`config.mk`:
```
export PLATFORM = sky130hd
export DESIGN_NAME = tx_hs_serializer_flat
export DESIGN_NICKNAME = d
export VERILOG_FILES = /design/src/rtl/tx_hs_serializer_if.sv /design/src/rtl/tx_hs_serializer.sv /design/src/flat_wrapper.sv
export SDC_FILE = /design/constraint.sdc
export NUM_CORES = 1
export LEC_CHECK = 0
export ABC_AREA = 1
export CAP_MARGIN = 20
export CORE_UTILIZATION = 50
export DETAILED_ROUTE_END_ITERATION = 10
export GPL_TIMING_DRIVEN = 0
export MAX_ROUTING_LAYER = met4
export PLACE_DENSITY_LB_ADDON = 0.15
export SLEW_MARGIN = 20
export SYNTH_ARGS = -nofsm -noshare
export SYNTH_HDL_FRONTEND = slang
export SYNTH_SLANG_ARGS = --single-unit
```
`constraint.sdc`:
```
create_clock -name TxDDRClkHS -period 2.1 [get_ports TxDDRClkHS]
set_input_delay 0.42 -clock TxDDRClkHS [delete_from_list [all_inputs] [get_ports TxDDRClkHS]]
set_output_delay 0.42 -clock TxDDRClkHS [all_outputs]
set_load 0.05 [all_outputs]
```
`src/rtl/tx_hs_serializer_if.sv`:
```
// PPI-side bundle of the HS serializer: byte handshake, DDR bit pair, stage enable
// and FSM debug taps. The serializer connects through the slave modport.
`timescale 1ns/1ps

// Handshake: the master holds TxRequestHS high for the whole burst and keeps TxDataHS
// valid; a byte is consumed on the rising edge where TxReadyHS=1 and TxRequestHS=1.
interface tx_hs_serializer_if;
    logic       TxRequestHS;
    logic [7:0] TxDataHS;
    logic       TxReadyHS;
    logic       serial_B1;
    logic       serial_B2;
    logic       deff_en;
    logic [1:0] dbg_state;
    logic [1:0] dbg_pair_cnt;

    modport master (
        output TxRequestHS,
        output TxDataHS,
        input  TxReadyHS,
        input  serial_B1,
        input  serial_B2,
        input  deff_en,
        input  dbg_state,
        input  dbg_pair_cnt
    );

    modport slave (
        input  TxRequestHS,
        input  TxDataHS,
        output TxReadyHS,
        output serial_B1,
        output serial_B2,
        output deff_en,
        output dbg_state,
        output dbg_pair_cnt
    );
endinterface

```
`src/rtl/tx_hs_serializer.sv`:
```
// HS serializer: sync byte plus payload bytes as two bits per DDR clock cycle.
// Optional trailer of TRAIL_BYTES byte times is built when TX_HS_TRAIL_EN is defined.
`timescale 1ns/1ps

module tx_hs_serializer #(
    parameter logic [7:0] SYNC_WORD = 8'hB8
`ifdef TX_HS_TRAIL_EN
    ,
    parameter int unsigned TRAIL_BYTES = 2
`endif
) (
    input  logic              TxDDRClkHS,
    input  logic              TxRst_n,
    tx_hs_serializer_if.slave ppi
);

`ifdef TX_HS_TRAIL_EN
    localparam int unsigned TRAIL_CYCLES = TRAIL_BYTES * 4;
    localparam int unsigned TRAIL_CW     = (TRAIL_CYCLES > 2) ? $clog2(TRAIL_CYCLES) : 1;
`endif

    typedef enum logic [1:0] {
        IDLE  = 2'd0,
        SYNC  = 2'd1,
        DATA  = 2'd2
`ifdef TX_HS_TRAIL_EN
        ,
        TRAIL = 2'd3
`endif
    } state_t;

    state_t     state_q, state_d;
    logic [1:0] pair_q, pair_d;
    logic [7:0] shift_q, shift_d;
    logic       b1_q, b1_d;
    logic       b2_q, b2_d;
    logic       deff_q, deff_d;
    logic       ready;
`ifdef TX_HS_TRAIL_EN
    logic [TRAIL_CW-1:0] trail_cnt_q, trail_cnt_d;
    logic                last_bit_q, last_bit_d;
`endif

    // Byte boundary: decoded from registered state so no input reaches TxReadyHS.
    assign ready = ((state_q == SYNC) || (state_q == DATA)) && (pair_q == 2'd3);

    always_ff @(posedge TxDDRClkHS or negedge TxRst_n) begin
        if (!TxRst_n) begin
            state_q     <= IDLE;
            pair_q      <= 2'd0;
            shift_q     <= 8'd0;
            b1_q        <= 1'b0;
            b2_q        <= 1'b0;
            deff_q      <= 1'b0;
`ifdef TX_HS_TRAIL_EN
            trail_cnt_q <= '0;
            last_bit_q  <= 1'b0;
`endif
        end else begin
            state_q     <= state_d;
            pair_q      <= pair_d;
            shift_q     <= shift_d;
            b1_q        <= b1_d;
            b2_q        <= b2_d;
            deff_q      <= deff_d;
`ifdef TX_HS_TRAIL_EN
            trail_cnt_q <= trail_cnt_d;
            last_bit_q  <= last_bit_d;
`endif
        end
    end

    always_comb begin
        state_d     = state_q;
        pair_d      = pair_q;
        shift_d     = shift_q;
`ifdef TX_HS_TRAIL_EN
        trail_cnt_d = trail_cnt_q;
        last_bit_d  = last_bit_q;
`endif
        case (state_q)
            IDLE: begin
                pair_d = 2'd0;
                if (ppi.TxRequestHS) begin
                    state_d = SYNC;
                    shift_d = SYNC_WORD;
                end
            end
            SYNC, DATA: begin
                pair_d  = pair_q + 2'd1;
                shift_d = {2'b00, shift_q[7:2]};
                // The request is only looked at on the last pair of a byte.
                if (pair_q == 2'd3) begin
                    if (ppi.TxRequestHS) begin
                        state_d = DATA;
                        shift_d = ppi.TxDataHS;
                    end else if (state_q == DATA) begin
`ifdef TX_HS_TRAIL_EN
                        state_d     = TRAIL;
                        trail_cnt_d = TRAIL_CW'(TRAIL_CYCLES - 1);
                        last_bit_d  = shift_q[1];
`else
                        state_d     = IDLE;
`endif
                    end else begin
                        state_d = IDLE;
                    end
                end
            end
`ifdef TX_HS_TRAIL_EN
            TRAIL: begin
                if (trail_cnt_q == '0) begin
                    state_d = IDLE;
                end else begin
                    trail_cnt_d = trail_cnt_q - 1'b1;
                end
            end
`endif
            default: begin
                state_d = IDLE;
                pair_d  = 2'd0;
            end
        endcase
    end

    // Output stage lags the state by one cycle; IDLE drives a quiet line.
    always_comb begin
        b1_d   = 1'b0;
        b2_d   = 1'b0;
        deff_d = 1'b0;
        case (state_q)
            SYNC, DATA: begin
                b1_d   = shift_q[0];
                b2_d   = shift_q[1];
                deff_d = 1'b1;
            end
`ifdef TX_HS_TRAIL_EN
            TRAIL: begin
                b1_d   = ~last_bit_q;
                b2_d   = ~last_bit_q;
                deff_d = 1'b1;
            end
`endif
            default: begin
                b1_d   = 1'b0;
                b2_d   = 1'b0;
                deff_d = 1'b0;
            end
        endcase
    end

    assign ppi.TxReadyHS    = ready;
    assign ppi.serial_B1    = b1_q;
    assign ppi.serial_B2    = b2_q;
    assign ppi.deff_en      = deff_q;
    assign ppi.dbg_state    = state_q;
    assign ppi.dbg_pair_cnt = pair_q;

endmodule

```
`src/flat_wrapper.sv`:
```
// flat-port wrapper written by rule: the top's interface ports become plain ports
module tx_hs_serializer_flat 
#(
    parameter logic [7:0] SYNC_WORD = 8'hB8

)
  (TxDDRClkHS, TxRst_n, ppi_TxRequestHS, ppi_TxDataHS, ppi_TxReadyHS, ppi_serial_B1, ppi_serial_B2, ppi_deff_en, ppi_dbg_state, ppi_dbg_pair_cnt);
  tx_hs_serializer_if ppi_i ();
  input  logic TxDDRClkHS;
  input  logic TxRst_n;
  input wire logic [$bits(ppi_i.TxRequestHS)-1:0] ppi_TxRequestHS;
  input wire logic [$bits(ppi_i.TxDataHS)-1:0] ppi_TxDataHS;
  output wire logic [$bits(ppi_i.TxReadyHS)-1:0] ppi_TxReadyHS;
  output wire logic [$bits(ppi_i.serial_B1)-1:0] ppi_serial_B1;
  output wire logic [$bits(ppi_i.serial_B2)-1:0] ppi_serial_B2;
  output wire logic [$bits(ppi_i.deff_en)-1:0] ppi_deff_en;
  output wire logic [$bits(ppi_i.dbg_state)-1:0] ppi_dbg_state;
  output wire logic [$bits(ppi_i.dbg_pair_cnt)-1:0] ppi_dbg_pair_cnt;
  assign ppi_i.TxRequestHS = ppi_TxRequestHS;
  assign ppi_i.TxDataHS = ppi_TxDataHS;
  assign ppi_TxReadyHS = ppi_i.TxReadyHS;
  assign ppi_serial_B1 = ppi_i.serial_B1;
  assign ppi_serial_B2 = ppi_i.serial_B2;
  assign ppi_deff_en = ppi_i.deff_en;
  assign ppi_dbg_state = ppi_i.dbg_state;
  assign ppi_dbg_pair_cnt = ppi_i.dbg_pair_cnt;
  tx_hs_serializer #(.SYNC_WORD(SYNC_WORD)) u_core (.TxDDRClkHS(TxDDRClkHS), .TxRst_n(TxRst_n), .ppi(ppi_i));
endmodule
```
==> results of run 1 <==
-- kinds of logic (layout without fill, tap and decap cells) --
| family | after synthesis | in the layout | synth area share (%) |
|---|---|---|---|
| AO/OA/AOI/OAI | 4 | 4 | 3.21 |
| AND/OR/NAND/NOR | 55 | 55 | 31.8 |
| flip-flops | 15 | 15 | 50.8 |
| buffers and inverters | 15 | 36 | 9.14 |
| adder cells (fa/ha/maj) | 3 | 3 | 5.08 |
-- sequential cells by signal, indices dropped and copies added (netlist names) --
register	flops
u_core.shift_q	8
u_core.ppi.dbg_pair_cnt	2
u_core.ppi.dbg_state	2
u_core.ppi.deff_en	1
u_core.ppi.serial_B1	1
u_core.ppi.serial_B2	1
-- metal layers --
layer | part of all wire, % | vias to the layer above | global-route usage [%]
li1 | - | 320 | -
met1 | 48 | 265 | 23.7
met2 | 47 | 15 | 30.6
met3 | 3.5 | 2 | 3.33
met4 | 1.2 | 0 | 7.50
met5 | 0 | - | -
-- power groups by stage --
stage          sequential [mW]  combinational [mW]  clock, mW
2_1_floorplan            0.637               0.363          0
3_3_place_gp             0.468               0.717          0
3_5_place_dp             0.474               0.734          0
4_1_cts                  0.470               0.738      0.167
5_1_grt                  0.482               0.808      0.177
6_report                 0.468               0.728      0.164
-- repair_timing --
item                                    4_1_cts  5_1_grt
pin swaps                                     0        0
hold endpoints to repair                      0        0
endpoints found under the setup margin        1        1
gates resized for setup                       3        2
setup buffers                                 0        0
-- final cells by class --
class,instances,area [um^2],share of cell area [%]
tap,15,18.8,1.98
multi-input combinational,62,297,31.2
timing repair buffer,17,165,17.4
clock buffer,4,26.3,2.77
buffer,2,18.8,1.98
sequential,15,375,39.5
inverter,13,48.8,5.14
-- worst reg2reg max path, stage by stage, from the launching register on --
cell and delay (ps):
dfrtp_1 380, inv_1 50, ha_1 280, buf_4 160
nand2_1 80, nand2_2 130, inv_1 110, nand2_1 70
nand2_1 50
-- placed cells by master, fill, tap and decap left out, drive strengths merged --
cell,netlist,layout
nand2,32,32
inv,13,13
or2,3,3
a21oi,2,2
clkdlybuf4s50,0,16
clkbuf,0,4
nor2,11,11
o21ai,2,2
nand3,9,9
buf,2,3
dfrtp,15,15
ha,3,3
-- metrics by stage --
stage	std cells	cell area (um^2)	TNS (ps)	power, mW
2_1_floorplan	92	739	0	1.00
3_3_place_gp	124	928	-87.9	1.19
3_5_place_dp	124	928	-100	1.21
4_1_cts	128	956	0	1.38
5_1_grt	128	950	0	1.47
6_report	128	950	0	1.36
-- final timing paths --
kind / to / cells past startpoint
max: ppi_TxReadyHS / 6
min: u_core.ppi.dbg_state[1] / 3
max reg2reg: u_core.shift_q[0] / 8
min reg2reg: u_core.shift_q[6] / 2
max in group asynchronous: u_core.shift_q[2] / 1
min in group asynchronous: u_core.ppi.dbg_state[0] / 1
-- cells in the mapped netlist --
cell     number
o21ai_1       1
dfrtp_1      15
nand2_1      30
inv_1        13
ha_1          3
or2_0         3
a21oi_1       1
nand3_1       9
a21oi_2       1
buf_6         1
nand2_2       1
o21ai_0       1
buf_4         1
nand2_4       1
nor2_1       11
==> impl_metrics.yaml, run 1 <==
synth:
  yosys_warnings: 0
  synth.avg_cell_area_um2: 8.04
  synthCells: 92
  yosysSeqAreaShare_pct: 50.8
  syn-num-nets: 106
  synthDistinctLibCells: 15
  syn_area_um2: 739
  synth_top_cell_by_area: "dfrtp_1"
  yosys.area.top_type_share_pct: 50.8
  ys_top_cells_by_area: "dfrtp_1 (51%), nand2_1 (15%), inv_1 (6.6%)"
  ys_ff_latch: 15
critical_path:
  crit_fanout: 10
  setup.worst_path.start_class: "register"
  reg2reg_slack_ps: 690
  critical_path.top_delay_family: "buffers and inverters"
  critPathBufInv: 4
  worstPathRequired_ps: 1680
  cp_slowest_stage_delay_ps: 380
  critPathSlowestCell: "dfrtp_1"
  path_cells: "inv_1, ha_1, buf_4, nand2_1, inv_1, buf_2"
  cp_common_cell: "inv_1"
  r2r-start: "u_core.ppi.dbg_state[1]"
  worstPathArrival_ps: 1550
  startpoint: "u_core.ppi.dbg_state[1]"
  path_class: "reg2out"
  end_kind: "output port"
cells_and_area:
  fillerInstances: 115
  antennaDiodeCount: 0
  syn2layout_area_growth_pct: 28.4
  drive_gt1_share_pct: 7.96
  finish.utilization_pct: 71.2
  layout.nets: 128
power:
  pwr-share-clk_pct: 12.0
  pwr-share-comb_pct: 53.5
  leakagePower_nw: 0.516
  powerDensity_mw_per_mm2: 1430
  switching_share_pct: 46.1
  p_seq_share_pct: 34.4
  p_switching_uw: 627
  ir_drop_v: 0.000753
  internal_power_uw: 733
floorplan:
  die_h_um: 40.5
  start_util_pct: 55.4
  die_area_mm2: 0.00164
  rows: 13
  die_w_um: 40.5
  io_pins: 19
  coreArea_mm2: 0.00133
timing:
  relSlewSlack_pct: 55.5
  finalCritPeriodShare_pct: 93.7
  setup_violations: 0
  hold_ws_ps: 408
  worst_slack_ps: 132
  finalHoldViolCount: 0
  slew_violations: 0
  worstMarginPinSlew_ps: 665
  rsz0062_at_grt: "no"
  finalWorstPathRequiredPeriod_ps: 1970
  max_freq_ghz: 0.508
  skew_ps: 2.39
routing:
  vias: 602
  drt_iter0_drc: 14
  ant_nets: 0
  drcViolationCount: 0
  wl_per_cell_um: 10.3
  vias_per_cell: 4.70
  routed_wl_mm: 1.32
  firstDrtPassIters: 4
grt:
  grt_use_total_pct: 19.1
  grt_max_degree: 16
  grt_pass1_vias: 450
  grt_overflow: 0
  grt_pass1_wl_mm: 1.96
  antenna_found_initial: 0
place:
  dp_hpwl_um: 978
  port_buffers: 17
  pre_cts_ws_ps: -100
  gp_congestion: 0.767
run:
  drv_cap: 0
clock_tree:
  cts_buffer_depth: 2
  ctsHoldBuffers: 0
  clk_pin_slew_ps: 90
  cts_tree: "done"
  cts.sinks: 15
  cts_root_buf: "clkbuf_4"
  clock_latency_ps: 280
  htreeDepth: 1
  cts_buffers: 3
worst_hold_path:
  hp-class: "in2reg"
  hp-start: "ppi_TxRequestHS"
status:
  status: "finished, final reports clean"
No activity file was read; power rests on OpenSTA's default activity.
==> run 2, diff against run 1 <==
--- a/config.mk
+++ b/config.mk
@@ -6,7 +6,7 @@
 export NUM_CORES = 1
 export LEC_CHECK = 0
 export ABC_AREA = 1
-export CAP_MARGIN = 20
+export CAP_MARGIN = 25
 export CORE_UTILIZATION = 50
 export DETAILED_ROUTE_END_ITERATION = 10
 export GPL_TIMING_DRIVEN = 0
==> results of run 2 <==
The final DEF is identical to that of run 1; final timing and power are the same.
==> run 3, diff against run 2 <==
--- a/config.mk
+++ b/config.mk
@@ -12,7 +12,6 @@
 export GPL_TIMING_DRIVEN = 0
 export MAX_ROUTING_LAYER = met4
 export PLACE_DENSITY_LB_ADDON = 0.15
-export SLEW_MARGIN = 20
 export SYNTH_ARGS = -nofsm -noshare
 export SYNTH_HDL_FRONTEND = slang
 export SYNTH_SLANG_ARGS = --single-unit
==> constraint.sdc (replaced) <==
create_clock -name TxDDRClkHS -period 2.1 [get_ports TxDDRClkHS]
set_input_delay 0.315 -clock TxDDRClkHS [delete_from_list [all_inputs] [get_ports TxDDRClkHS]]
set_output_delay 0.315 -clock TxDDRClkHS [all_outputs]
set_load 0.05 [all_outputs]
==> run 3 against run 2 <==
Against the previous run:
- via count unchanged
- power about the same
- critical path depth unchanged
- clock power about the same
- sequential cell count unchanged
- sequential power about the same
- die area unchanged
- worst hold slack got worse by 100 ps
- first-iteration DRC count unchanged
- final cell count unchanged
- non-clock buffer count unchanged
==> impl_metrics.yaml, run 3 (synthesis results as in run 1) <==
status:
  status: "finished, final reports clean"
floorplan:
  die_area_mm2: 0.00164
  die_h_um: 40.5
  rows: 13
  io_pins: 19
  start_util_pct: 55.4
  die_w_um: 40.5
  coreArea_mm2: 0.00133
routing:
  routed_wl_mm: 1.33
  wl_per_cell_um: 10.4
  vias: 602
  drt_iter0_drc: 14
  firstDrtPassIters: 4
  vias_per_cell: 4.70
  ant_nets: 0
  drcViolationCount: 0
timing:
  rsz0062_at_grt: "no"
  worstMarginPinSlew_ps: 665
  relSlewSlack_pct: 55.5
  setup_tns_ps: 0
  slew_violations: 0
  max_freq_ghz: 0.506
  worst_slack_ps: 122
  finalWorstPathRequiredPeriod_ps: 1980
  skew_ps: 2.39
  finalHoldViolCount: 0
  setup_violations: 0
  finalCritPeriodShare_pct: 94.2
cells_and_area:
  fillerInstances: 113
  stdcell_count: 128
  top_register: "u_core.shift_q"
  largest_reg_flops: 8
  antennaDiodeCount: 0
  mostFrequentLayoutCells: "nand2_1 (30), clkdlybuf4s50_1 (16), dfrtp_1 (15)"
  layout_commonest_cell: "nand2_1"
  multi_input_area_um2: 297
  drive_gt1_share_pct: 7.96
  ff_latch_area_um2: 375
  syn2layout_area_growth_pct: 29.3
  final_area_um2: 956
  layout.nets: 128
critical_path:
  r2r-start: "u_core.ppi.dbg_state[1]"
  setup.worst_path.start_class: "register"
  cp_slowest_stage_delay_ps: 380
  cp_common_cell: "inv_1"
  path_class: "reg2out"
  rr_worst_depth: 8
  crit_fanout: 10
  critPathSlowestCell: "dfrtp_1"
  worstPathArrival_ps: 1660
  reg2reg_to: "u_core.shift_q[0]"
  reg2reg_slack_ps: 690
  end_kind: "output port"
  worstPathRequired_ps: 1780
  path_cells: "inv_1, ha_1, buf_4, nand2_1, inv_1, clkdlybuf4s15_2"
grt:
  grt_overflow: 0
  grt_max_degree: 16
  grt_use_total_pct: 19.1
  grt_pass1_vias: 450
  antenna_found_initial: 0
  grt_pass1_wl_mm: 1.96
clock_tree:
  clock_latency_ps: 280
  clk_pin_slew_ps: 90
  cts_root_buf: "clkbuf_4"
  htreeDepth: 1
  cts_tree: "done"
  cts_buffer_depth: 2
  post_cts_resize_count: 3
  cts_buffers: 3
  ctsHoldBuffers: 0
  cts.sinks: 15
  cts_setup_buffers: 0
power:
  powerDensity_mw_per_mm2: 1420
  ir_drop_v: 0.000753
  leakagePower_nw: 0.514
  power.total_mw: 1.36
worst_hold_path:
  hp-class: "in2reg"
  whs_path_depth: 3
  hp-start: "ppi_TxRequestHS"
  holdPathEnd: "u_core.ppi.dbg_state[1]"
place:
  dp.cells: 124
  pre_cts_ws_ps: 4.93
  dp_hpwl_um: 978
  gp_congestion: 0.767
  place_area_um2: 928
  port_buffers: 17
run:
  drv_cap: 0
==> run 3: power by group <==
group | internal (mW) | leakage [nW] | switching, mW
registers | 0.406 | 0.183 | 0.0619
clock network | 0.0736 | 0.0150 | 0.0902
logic | 0.254 | 0.316 | 0.475
total | 0.734 | 0.514 | 0.627
==> run 3: final cells by class <==
| cell class | count | area share (%) |
|---|---|---|
| buffer | 2 | 1.96 |
| tap | 15 | 1.96 |
| timing repair buffer | 17 | 17.9 |
| inverter | 13 | 5.10 |
| sequential | 15 | 39.3 |
| multi-input combinational | 62 | 31.0 |
| clock buffer | 4 | 2.75 |
==> run 3: metrics by stage <==
| stage | util [%] | hold WS [ps] |
|---|---|---|
| 6_report | 71.7 | 303 |
| 5_1_grt | 71.7 | 305 |
| 4_1_cts | 71.7 | 302 |
| 3_5_place_dp | 69.6 | 459 |
| 3_3_place_gp | 69.6 | 450 |
| 2_1_floorplan | - | 19.4 |
==> run 3: how the worst max path moves through the flow <==
| stage | slack (ps) | start | cells past startpoint | end |
|---|---|---|---|---|
| 3_5_place_dp | 5 | u_core.ppi.dbg_state[0] | 6 | ppi_TxReadyHS |
| 4_1_cts | 120 | u_core.ppi.dbg_state[0] | 6 | ppi_TxReadyHS |
| 6_report | 120 | u_core.ppi.dbg_state[1] | 6 | ppi_TxReadyHS |
| 2_1_floorplan | 260 | u_core.ppi.dbg_state[0] | 5 | ppi_TxReadyHS |
| 3_3_place_gp | 20 | u_core.ppi.dbg_state[0] | 6 | ppi_TxReadyHS |
| 5_1_grt | 20 | u_core.ppi.dbg_state[0] | 6 | ppi_TxReadyHS |
==> run 3: critical path, delay by kind of cell, from the launching register on <==
| family | cells | cell delay [ps] |
|---|---|---|
| adders and majority gates | 1 | 280 |
| buffers and inverters | 4 | 660 |
| DFF | 1 | 380 |
| and+or+nand+nor | 1 | 60 |
==> run 3: routing by layer <==
| layer | vias to the layer above | share of wire (%) | global-route usage [%] |
|---|---|---|---|
| li1 | 320 | - | - |
| met1 | 265 | 48 | 23.7 |
| met2 | 15 | 47 | 30.6 |
| met3 | 2 | 3.4 | 3.33 |
| met4 | 0 | 1.2 | 7.50 |
| met5 | - | 0 | - |
